### config.mk
export PLATFORM = sky130hd
export DESIGN_NAME = vga_capture320
export DESIGN_NICKNAME = d
export VERILOG_FILES = /design/src/rtl/vga_capture320.sv
export SDC_FILE = /design/constraint.sdc
export NUM_CORES = 1
export LEC_CHECK = 0
export ABC_AREA = 1
export CAP_MARGIN = 20
export CELL_PAD_IN_SITES_DETAIL_PLACEMENT = 1
export CELL_PAD_IN_SITES_GLOBAL_PLACEMENT = 1
export CORE_AREA = 3 3 86 121
export DETAILED_ROUTE_END_ITERATION = 10
export DIE_AREA = 0 0 89 124
export PLACE_DENSITY_LB_ADDON = 0.1
export SYNTH_ARGS = -nofsm -noshare
export SYNTH_HDL_FRONTEND = slang
export SYNTH_SLANG_ARGS = --single-unit
### constraint.sdc
create_clock -name clk -period 3.1 [get_ports clk]
set_input_delay 0.31 -clock clk [delete_from_list [all_inputs] [get_ports clk]]
set_output_delay 0.31 -clock clk [all_outputs]
set_load 0.05 [all_outputs]
### src/rtl/vga_capture320.sv
// Captures a WIDTH x HEIGHT window of a 640x480 VGA stream into a write port; `CAPTURE_RGB_EN widens wr_data to {R,G,B}.
// Write strobe lands 2 clocks after the pixel is on the inputs; no backpressure, the memory must take every write.
module vga_capture320 #(
    parameter int H_TOTAL = 800,
    parameter int H_SYNC  = 96,
    parameter int H_BP    = 48,
    parameter int V_TOTAL = 525,
    parameter int V_SYNC  = 2,
    parameter int V_BP    = 33,
    parameter int WIDTH   = 480,
    parameter int HEIGHT  = 320,
    parameter int X0      = 0,
    parameter int Y0      = 0
) (
    input  logic        clk,
    input  logic        rst_n,
    input  logic        start,
    input  logic        Hsync,
    input  logic        Vsync,
    input  logic [7:0]  R,
    input  logic [7:0]  G,
    input  logic [7:0]  B,
    output logic        wr_en,
    output logic [17:0] wr_addr,
`ifdef CAPTURE_RGB_EN
    output logic [23:0] wr_data,
`else
    output logic [7:0]  wr_data,
`endif
    output logic        busy,
    output logic        frame_done,
    output logic        sync_err
);

    typedef enum logic [1:0] {IDLE, WAIT_VS, CAPTURE, DONE} state_t;

    localparam logic [9:0]  CNT_MAX   = 10'd1023;
    localparam logic [9:0]  H_LAST    = 10'(H_TOTAL - 1);
    localparam logic [10:0] X_LO      = 11'(H_SYNC + H_BP + X0);
    localparam logic [10:0] X_HI      = 11'(H_SYNC + H_BP + X0 + WIDTH);
    localparam logic [10:0] Y_LO      = 11'(V_SYNC + V_BP + Y0);
    localparam logic [10:0] Y_HI      = 11'(V_SYNC + V_BP + Y0 + HEIGHT);
    localparam logic [17:0] ADDR_LAST = 18'(WIDTH * HEIGHT - 1);

    state_t      state, state_nxt;
    logic        hs_r, vs_r, hs_d, vs_d;
    logic [7:0]  r_r;
    logic [9:0]  h_cnt, v_cnt;
    logic        h_at_end;
    logic        hs_pre, vs_pre, hs_fall, vs_fall;
    logic        in_win, line_bad;
    logic        do_wr, err;
    logic [17:0] addr;
    logic        chk;
    logic        unused_cfg;

`ifdef CAPTURE_RGB_EN
    logic [7:0]  g_r, b_r;
    logic [23:0] pix;

    always_ff @(posedge clk or negedge rst_n) begin
        if (!rst_n) begin
            g_r <= '0;
            b_r <= '0;
        end else begin
            g_r <= G;
            b_r <= B;
        end
    end

    assign pix        = {r_r, g_r, b_r};
    assign unused_cfg = (V_TOTAL > 0);
`else
    logic [7:0]  pix;

    assign pix        = r_r;
    assign unused_cfg = (V_TOTAL > 0) ^ (^{G, B});
`endif

    // Counters switch one cycle early so that h_cnt/v_cnt line up with the stage-1 pixel.
    assign hs_pre  = hs_r & ~Hsync;
    assign vs_pre  = vs_r & ~Vsync;
    assign hs_fall = hs_d & ~hs_r;
    assign vs_fall = vs_d & ~vs_r;

    always_ff @(posedge clk or negedge rst_n) begin
        if (!rst_n) begin
            hs_r     <= 1'b0;
            vs_r     <= 1'b0;
            hs_d     <= 1'b0;
            vs_d     <= 1'b0;
            r_r      <= '0;
            h_cnt    <= '0;
            v_cnt    <= '0;
            h_at_end <= 1'b0;
        end else begin
            hs_r     <= Hsync;
            vs_r     <= Vsync;
            hs_d     <= hs_r;
            vs_d     <= vs_r;
            r_r      <= R;
            h_at_end <= (h_cnt == H_LAST);
            if (hs_pre)
                h_cnt <= '0;
            else if (h_cnt != CNT_MAX)
                h_cnt <= h_cnt + 10'd1;
            if (vs_pre)
                v_cnt <= '0;
            else if (hs_pre && (v_cnt != CNT_MAX))
                v_cnt <= v_cnt + 10'd1;
        end
    end

    assign in_win = ({1'b0, h_cnt} >= X_LO) && ({1'b0, h_cnt} < X_HI) &&
                    ({1'b0, v_cnt} >= Y_LO) && ({1'b0, v_cnt} < Y_HI);

    // h_at_end holds the count of the cycle before the edge, i.e. the finished line's last index.
    assign line_bad = hs_fall && chk && !h_at_end;

    always_comb begin
        state_nxt = state;
        do_wr     = 1'b0;
        err       = 1'b0;
        case (state)
            IDLE: begin
                if (start)
                    state_nxt = WAIT_VS;
            end
            WAIT_VS: begin
                if (vs_fall)
                    state_nxt = CAPTURE;
            end
            CAPTURE: begin
                if (line_bad || vs_fall) begin
                    err       = 1'b1;
                    state_nxt = IDLE;
                end else if (in_win) begin
                    do_wr = 1'b1;
                    if (addr == ADDR_LAST)
                        state_nxt = DONE;
                end
            end
            DONE: begin
                state_nxt = IDLE;
            end
            default: begin
                state_nxt = IDLE;
            end
        endcase
    end

    always_ff @(posedge clk or negedge rst_n) begin
        if (!rst_n) begin
            state      <= IDLE;
            addr       <= '0;
            chk        <= 1'b0;
            wr_en      <= 1'b0;
            wr_addr    <= '0;
            wr_data    <= '0;
            frame_done <= 1'b0;
            sync_err   <= 1'b0;
        end else begin
            state      <= state_nxt;
            wr_en      <= do_wr;
            frame_done <= (state == DONE);
            if (do_wr) begin
                wr_addr <= addr;
                wr_data <= pix;
                addr    <= addr + 18'd1;
            end
            if ((state == IDLE) && start)
                sync_err <= 1'b0;
            else if (err)
                sync_err <= 1'b1;
            if ((state == WAIT_VS) && vs_fall) begin
                addr <= '0;
                chk  <= 1'b0;
            end else if ((state == CAPTURE) && hs_fall) begin
                chk <= 1'b1;
            end
        end
    end

    assign busy = (state != IDLE);

endmodule

==> impl_metrics.py, run 1 <==
metrics = {
    "floorplanning": {
        "core_mm2": 0.009407,
        "die_y_um": 124,
        "dieArea_mm2": 0.01104,
        "num_rows": 42,
        "die_w_um": 89,
        "initial_utilization_pct": 42.48,
        "io_pins": 59,
    },
    "worst_hold_path": {
        "min_from": "R[1]",
        "hold_path_class": "primary input to flip-flop",
        "hold_end": "pix[1]$_DFF_PN0_",
        "hold_depth": 1,
    },
    "yosys": {
        "ys_warn_count": 0,
        "ys_ff_latch": 83,
        "netlist_area_mm2": 0.003996,
        "synthCells": 505,
        "synthTopCellsByCount": "nand2_1, dfrtp_1, nor2_1",
        "yosysTopAreaCellShare_pct": 51.97,
        "yosys.area.top_type": "dfrtp_1",
        "synth_edf_count": 0,
        "synth_area_leaders": "dfrtp_1, nand2_1, nand3_1",
        "ys_async_sr_fraction_pct": 100.0,
        "ys_types": 29,
        "syn_avg_cell_area_um2": 7.914,
        "synth_nets": 538,
        "ys_seq_area_share_pct": 51.97,
        "synth_most_common_cell": "nand2_1",
        "ys.flop_type": "dfrtp_1",
    },
    "sta": {
        "setup_violations": 0,
        "slew_headroom_pct": 49.50,
        "fin_crit_sh_pct": 72.66,
        "worst_slew_pin_slew_ns": 0.7567,
        "final_hold_viol_count": 0,
        "final.min_clock_period_ns": 2.252,
        "rsz0062_at_grt": "false",
        "fmax_mhz": 444.0,
        "drv_slew": 0,
        "fin_tns_setup_ns": 0,
        "fin_worst_skew_ns": 0.007469,
    },
    "final_layout": {
        "antennaDiodeCount": 0,
        "fin_nets": 582,
        "fin_cells": 662,
        "areaGrowthSynthToFinish_pct": 19.91,
        "drive_gt1_share_pct": 4.891,
    },
    "clock_tree": {
        "clkTransAtPathRegs_ns": 0.06,
        "postCtsSetupRepairBufs": 0,
        "cts_buffer_depth": 2,
        "insertion_delay_ns": 0.34,
        "cts_max_level": 3,
        "cts_tree": "yes",
        "cts-root-buf": "clkbuf_16",
        "cts.sinks": 83,
        "cts_buffers": 9,
    },
    "worst_setup_path": {
        "rr_worst_depth": 10,
        "worstReg2RegStart": "v_cnt[0]$_DFFE_PN0P_",
        "arrival_ns": 2.50,
        "worstSetupPathType": "flip-flop to flip-flop",
        "cp.required_ns": 3.35,
        "cp-start-kind": "flip-flop",
        "crit_path_max_fanout": 52,
        "critPathCaptureType": "flip-flop",
        "r2r_end": "addr[10]$_DFFE_PN0P_",
        "r2r_setup_slack_ns": 0.85,
    },
    "global_routing": {
        "grt_pass1_vias": 3694,
        "grt_pass1_wl_mm": 16.99,
        "grt_overflow": 0,
        "antenna_found_initial": 0,
        "grt_use_total_pct": 19.99,
        "grt_start_max_net_pins": 53,
    },
    "drt": {
        "drt_iter0_markers": 75,
        "via_count": 3391,
        "finalWirelength_mm": 9.765,
        "via_per_inst": 5.122,
        "antenna_left": 0,
        "route.detailed.drc": 0,
        "routed_wire_length_per_instance_um": 14.75,
        "first_pass_iters": 4,
    },
    "placed_design": {
        "place_congestion": 0.8382,
        "place_inst": 647,
        "io_buffers": 42,
        "hpwl_mm": 7.143,
    },
    "pwr": {
        "p_per_area_mw_per_mm2": 546.4,
        "peakVddDrop_mv": 0.4316,
        "p_leak_nw": 2.401,
    },
    "run_status": {
        "status": "finished, final reports clean",
    },
    "flow_run": {
        "max-cap-violations": 0,
    },
}
[per-stage QoR]
stage / total power (W) / setup WS [ns] / cell area [um2] / hold slack, ns / util, %
2_1_floorplan: 0.001458 / 1.559 / 3996 / 0.01441 / -
5_1_grt: 0.002763 / 0.5463 / 4792 / 0.4019 / 50.94
4_1_cts: 0.002657 / 0.7907 / 4792 / 0.3986 / 50.94
6_report: 0.002618 / 0.8477 / 4792 / 0.4098 / 50.94
3_5_place_dp: 0.001595 / 0.8340 / 4499 / 0.3333 / 47.83
3_3_place_gp: 0.001580 / 0.8582 / 4499 / 0.3283 / 47.83
[logic make-up (layout without fill, tap and decap cells)]
family                     Yosys count  after routing  synth area share (%)
AOI/OAI and AO/OA                   33             33                 4.320
DFF                                 83             83                 51.97
and+or+nand+nor                    309            309                 32.56
xor gates and xnor gates            16             16                 3.507
adders and majority gates            4              4                 1.252
buffers and inverters               60            107                 6.387
[area by class of cell]
cell class / count / area, um2
Multi-Input combinational cell: 362 / 1664
Sequential cell: 83 / 2077
Inverter: 47 / 180.2
Fill cell: 1143 / 4614
Timing Repair Buffer: 46 / 450.4
Clock inverter: 3 / 40.04
Tap cell: 110 / 137.6
Clock buffer: 11 / 242.7
[power breakdown]
part / total (W) / switching, W / internal (W)
combinational: 0.000369 / 0.000251 / 0.000117
clock: 0.00105 / 0.000414 / 0.000634
sequential: 0.00120 / 0.0000508 / 0.00115
total: 0.00262 / 0.000715 / 0.00190
[what timing repair did]
action,4_1_cts,5_1_grt
hold buffers,1,0
hold endpoints to repair,41,0
gates resized for setup,0,0
[critical path, stage by stage (launching register included)]
cell and delay [ns]:
dfrtp_1 0.44, ha_1 0.26, nor2_1 0.09, nand2_1 0.09, nand2_1 0.07, nand2_1 0.05
nand2_1 0.10, nor2_4 0.05, nand2_4 0.40, nand2_2 0.33, o21ai_0 0.27
[routing by layer]
layer	GRT usage, %	vias up	wire length [um]
li1	-	1681	-
met1	21.66	1651	3816
met2	37.27	39	5495
met3	3.574	20	226
met4	8.473	0	227
met5	0	-	0
[how the worst max path moves through the flow]
stage | slack, ns | start | cells after the start | end
final | 0.85 | v_cnt[0]$_DFFE_PN0P_ | 10 | addr[10]$_DFFE_PN0P_
after global routing | 0.55 | v_cnt[0]$_DFFE_PN0P_ | 11 | addr[10]$_DFFE_PN0P_
after CTS | 0.79 | v_cnt[0]$_DFFE_PN0P_ | 10 | addr[10]$_DFFE_PN0P_
after detailed placement | 0.83 | v_cnt[0]$_DFFE_PN0P_ | 11 | addr[10]$_DFFE_PN0P_
after global placement | 0.86 | v_cnt[0]$_DFFE_PN0P_ | 11 | addr[10]$_DFFE_PN0P_
after floorplan | 1.56 | v_cnt[0]$_DFFE_PN0P_ | 10 | wr_addr[3]$_DFFE_PN0P_
[cell usage in the layout, fill, tap and decap left out, types with 9 or more instances in the layout]
cell	instances
o21ai_1	9
inv_1	44
nand4_1	10
nand2_1	171
nor2_1	58
clkbuf_16	9
o21ai_0	15
clkdlybuf4s50_1	41
nand3_1	50
dfrtp_1	83
nor3_1	11
xor2_1	14
[state kept, by name (all words and copies together), names as in the netlist]
register	count
h_at_end	1
hs_r	1
addr	18
vs_r	1
frame_done	1
wr_data	8
chk	1
wr_en	1
vs_d	1
h_cnt	10
state	2
wr_addr	18
sync_err	1
pix	8
v_cnt	10
hs_d	1
Power figures use the tool's default switching activity.
==> inputs of run 2 (changes only) <==
--- a/config.mk
+++ b/config.mk
@@ -9,9 +9,9 @@
 export CAP_MARGIN = 20
 export CELL_PAD_IN_SITES_DETAIL_PLACEMENT = 1
 export CELL_PAD_IN_SITES_GLOBAL_PLACEMENT = 1
-export CORE_AREA = 3 3 86 121
+export CORE_AREA = 3 3 94 131
 export DETAILED_ROUTE_END_ITERATION = 10
-export DIE_AREA = 0 0 89 124
+export DIE_AREA = 0 0 97 134
 export PLACE_DENSITY_LB_ADDON = 0.1
 export SYNTH_ARGS = -nofsm -noshare
 export SYNTH_HDL_FRONTEND = slang
==> constraint.sdc (replaced) <==
create_clock -name clk -period 1.9 [get_ports clk]
set_input_delay 0.19 -clock clk [delete_from_list [all_inputs] [get_ports clk]]
set_output_delay 0.19 -clock clk [all_outputs]
set_load 0.05 [all_outputs]
==> run 2 against run 1 <==
First-iteration DRC count rose by 6.7%. Design area rose by 3.8%. Critical path depth fell by 1. Critical endpoint unchanged. Count of clock-buffer cells in the layout fell by 1. Largest power group unchanged.
==> impl_metrics.py, run 2 (same netlist as run 1, synthesis figures left out) <==
metrics = {
    "run_status": {
        "status": "finished, final reports clean",
    },
    "sta": {
        "fmax_mhz": 576.2,
        "fin_worst_skew_ns": 0.004461,
        "slew_headroom_pct": 64.02,
        "final_hold_viol_count": 0,
        "drv_slew": 0,
        "setup_violations": 0,
        "fin_crit_sh_pct": 91.34,
        "worst_slack_ns": 0.1645,
        "rsz0062_at_grt": "false",
        "fin_tns_setup_ns": 0,
        "worst_slew_pin_slew_ns": 0.5398,
        "final.min_clock_period_ns": 1.736,
    },
    "pwr": {
        "peakVddDrop_mv": 0.4827,
        "p_leak_nw": 2.474,
        "p_per_area_mw_per_mm2": 903.5,
    },
    "floorplanning": {
        "num_rows": 46,
        "io_pins": 59,
        "die_w_um": 97,
        "dieArea_mm2": 0.01300,
        "core_mm2": 0.01134,
        "initial_utilization_pct": 35.25,
        "die_y_um": 134,
    },
    "placed_design": {
        "place_congestion": 0.8157,
        "io_buffers": 42,
        "hpwl_mm": 7.507,
        "preCtsSetupSlack_ns": 0.1465,
    },
    "drt": {
        "met3_length_um": 205,
        "route.met2.wl_mm": 5.884,
        "wl_met1_mm": 3.981,
        "first_pass_iters": 4,
        "antenna_left": 0,
        "route.detailed.drc": 0,
        "top_layer_used": "met4",
        "via_per_inst": 4.849,
        "routed_wire_length_per_instance_um": 14.48,
        "via_count": 3438,
        "drt_iter0_markers": 80,
        "finalWirelength_mm": 10.26,
    },
    "worst_hold_path": {
        "hold_path_class": "primary input to flip-flop",
    },
    "clock_tree": {
        "cts_tree": "yes",
        "cts_buffers": 9,
        "cts_max_level": 3,
        "cts.sinks": 83,
        "clkTransAtPathRegs_ns": 0.06,
        "cts_buffer_depth": 2,
        "cts-root-buf": "clkbuf_16",
        "insertion_delay_ns": 0.34,
        "postCtsSetupRepairBufs": 0,
    },
    "global_routing": {
        "grt_start_max_net_pins": 40,
        "grt_overflow": 0,
        "antenna_found_initial": 0,
        "grt_pass1_wl_mm": 17.46,
        "grt_pass1_vias": 3618,
        "grt_use_total_pct": 16.72,
    },
    "worst_setup_path": {
        "arrival_ns": 1.95,
        "cp.required_ns": 2.11,
        "critPathCaptureType": "flip-flop",
        "crit_path_max_fanout": 13,
        "cp-start-kind": "flip-flop",
        "worstSetupPathType": "flip-flop to flip-flop",
    },
    "final_layout": {
        "drive_gt1_share_pct": 7.434,
        "antennaDiodeCount": 0,
        "areaGrowthSynthToFinish_pct": 24.51,
        "final_cell_mix": "nand2_1, dfrtp_1, nor2_1, nand3_1, inv_1",
        "postLayoutCoreUtil_pct": 43.89,
        "reg.largest.list": "addr (18), wr_addr (18)",
        "fin_nets": 593,
        "final_common_cell": "nand2_1",
    },
    "flow_run": {
        "max-cap-violations": 0,
    },
}
## run 2: critical path, cell delays in order, from the launching register on
cell	delay [ns]
dfrtp_1	0.38
ha_1	0.23
nor2_1	0.09
nand2_1	0.11
nand3_1	0.10
nand2_1	0.09
nor2_4	0.14
nand2_4	0.08
nand2_2	0.24
o21ai_0	0.14
## run 2: metrics by stage
| stage | area [um2] | cells | hold WS [ns] | total power (W) |
|---|---|---|---|---|
| after floorplan | 3996 | 505 | -0.1056 | 0.002379 |
| after global placement | 4634 | 692 | 0.2125 | 0.002602 |
| after detailed placement | 4634 | 692 | 0.2118 | 0.002632 |
| after CTS | 4972 | 709 | 0.2692 | 0.004589 |
| after global routing | 4976 | 709 | 0.2690 | 0.004745 |
| final | 4976 | 709 | 0.2829 | 0.004496 |
## run 2: area by class of cell
cell class / instances / area (um2)
timing repair buffer: 57 / 546.8
clock buffer: 10 / 239.0
inverter: 47 / 180.2
tap: 144 / 180.2
clock inverter: 6 / 88.84
sequential: 83 / 2077
fill: 1387 / 6362
multi-input combinational: 362 / 1664
## run 2: path summary, 6_finish.rpt
| path | start | to | slack (ns) | cells past startpoint |
|---|---|---|---|---|
| max in group asynchronous | rst_n | pix[3]$_DFF_PN0_ | 0.94 | 3 |
| min in group asynchronous | rst_n | wr_addr[2]$_DFFE_PN0P_ | 0.37 | 2 |
| max | v_cnt[0]$_DFFE_PN0P_ | addr[10]$_DFFE_PN0P_ | 0.16 | 9 |
| min | R[1] | pix[1]$_DFF_PN0_ | 0.28 | 1 |
| min reg2reg | hs_r$_DFF_PN0_ | hs_d$_DFF_PN0_ | 0.43 | 0 |
| max reg2reg | v_cnt[0]$_DFFE_PN0P_ | addr[10]$_DFFE_PN0P_ | 0.16 | 9 |
## run 2: layer usage
layer	GRT usage (%)	up-vias
li1	-	1709
met1	17.31	1691
met2	32.83	26
met3	3.434	12
met4	5.933	0
met5	0	-
## run 2: timing repair
| item | 4_1_cts | 5_1_grt |
|---|---|---|
| hold buffers | 1 | 0 |
| resized for setup | 0 | 1 |
| setup endpoints to repair | 0 | 5 |
| hold endpoints to repair | 37 | 0 |
## run 2: power by group
part | internal (W) | leakage [nW] | total [W] | switching, W
Combinational | 0.000204 | 1.20 | 0.000629 | 0.000426
Clock | 0.00119 | 0.155 | 0.00191 | 0.000722
Sequential | 0.00188 | 1.12 | 0.00196 | 0.0000808
Total | 0.00327 | 2.47 | 0.00450 | 0.00123
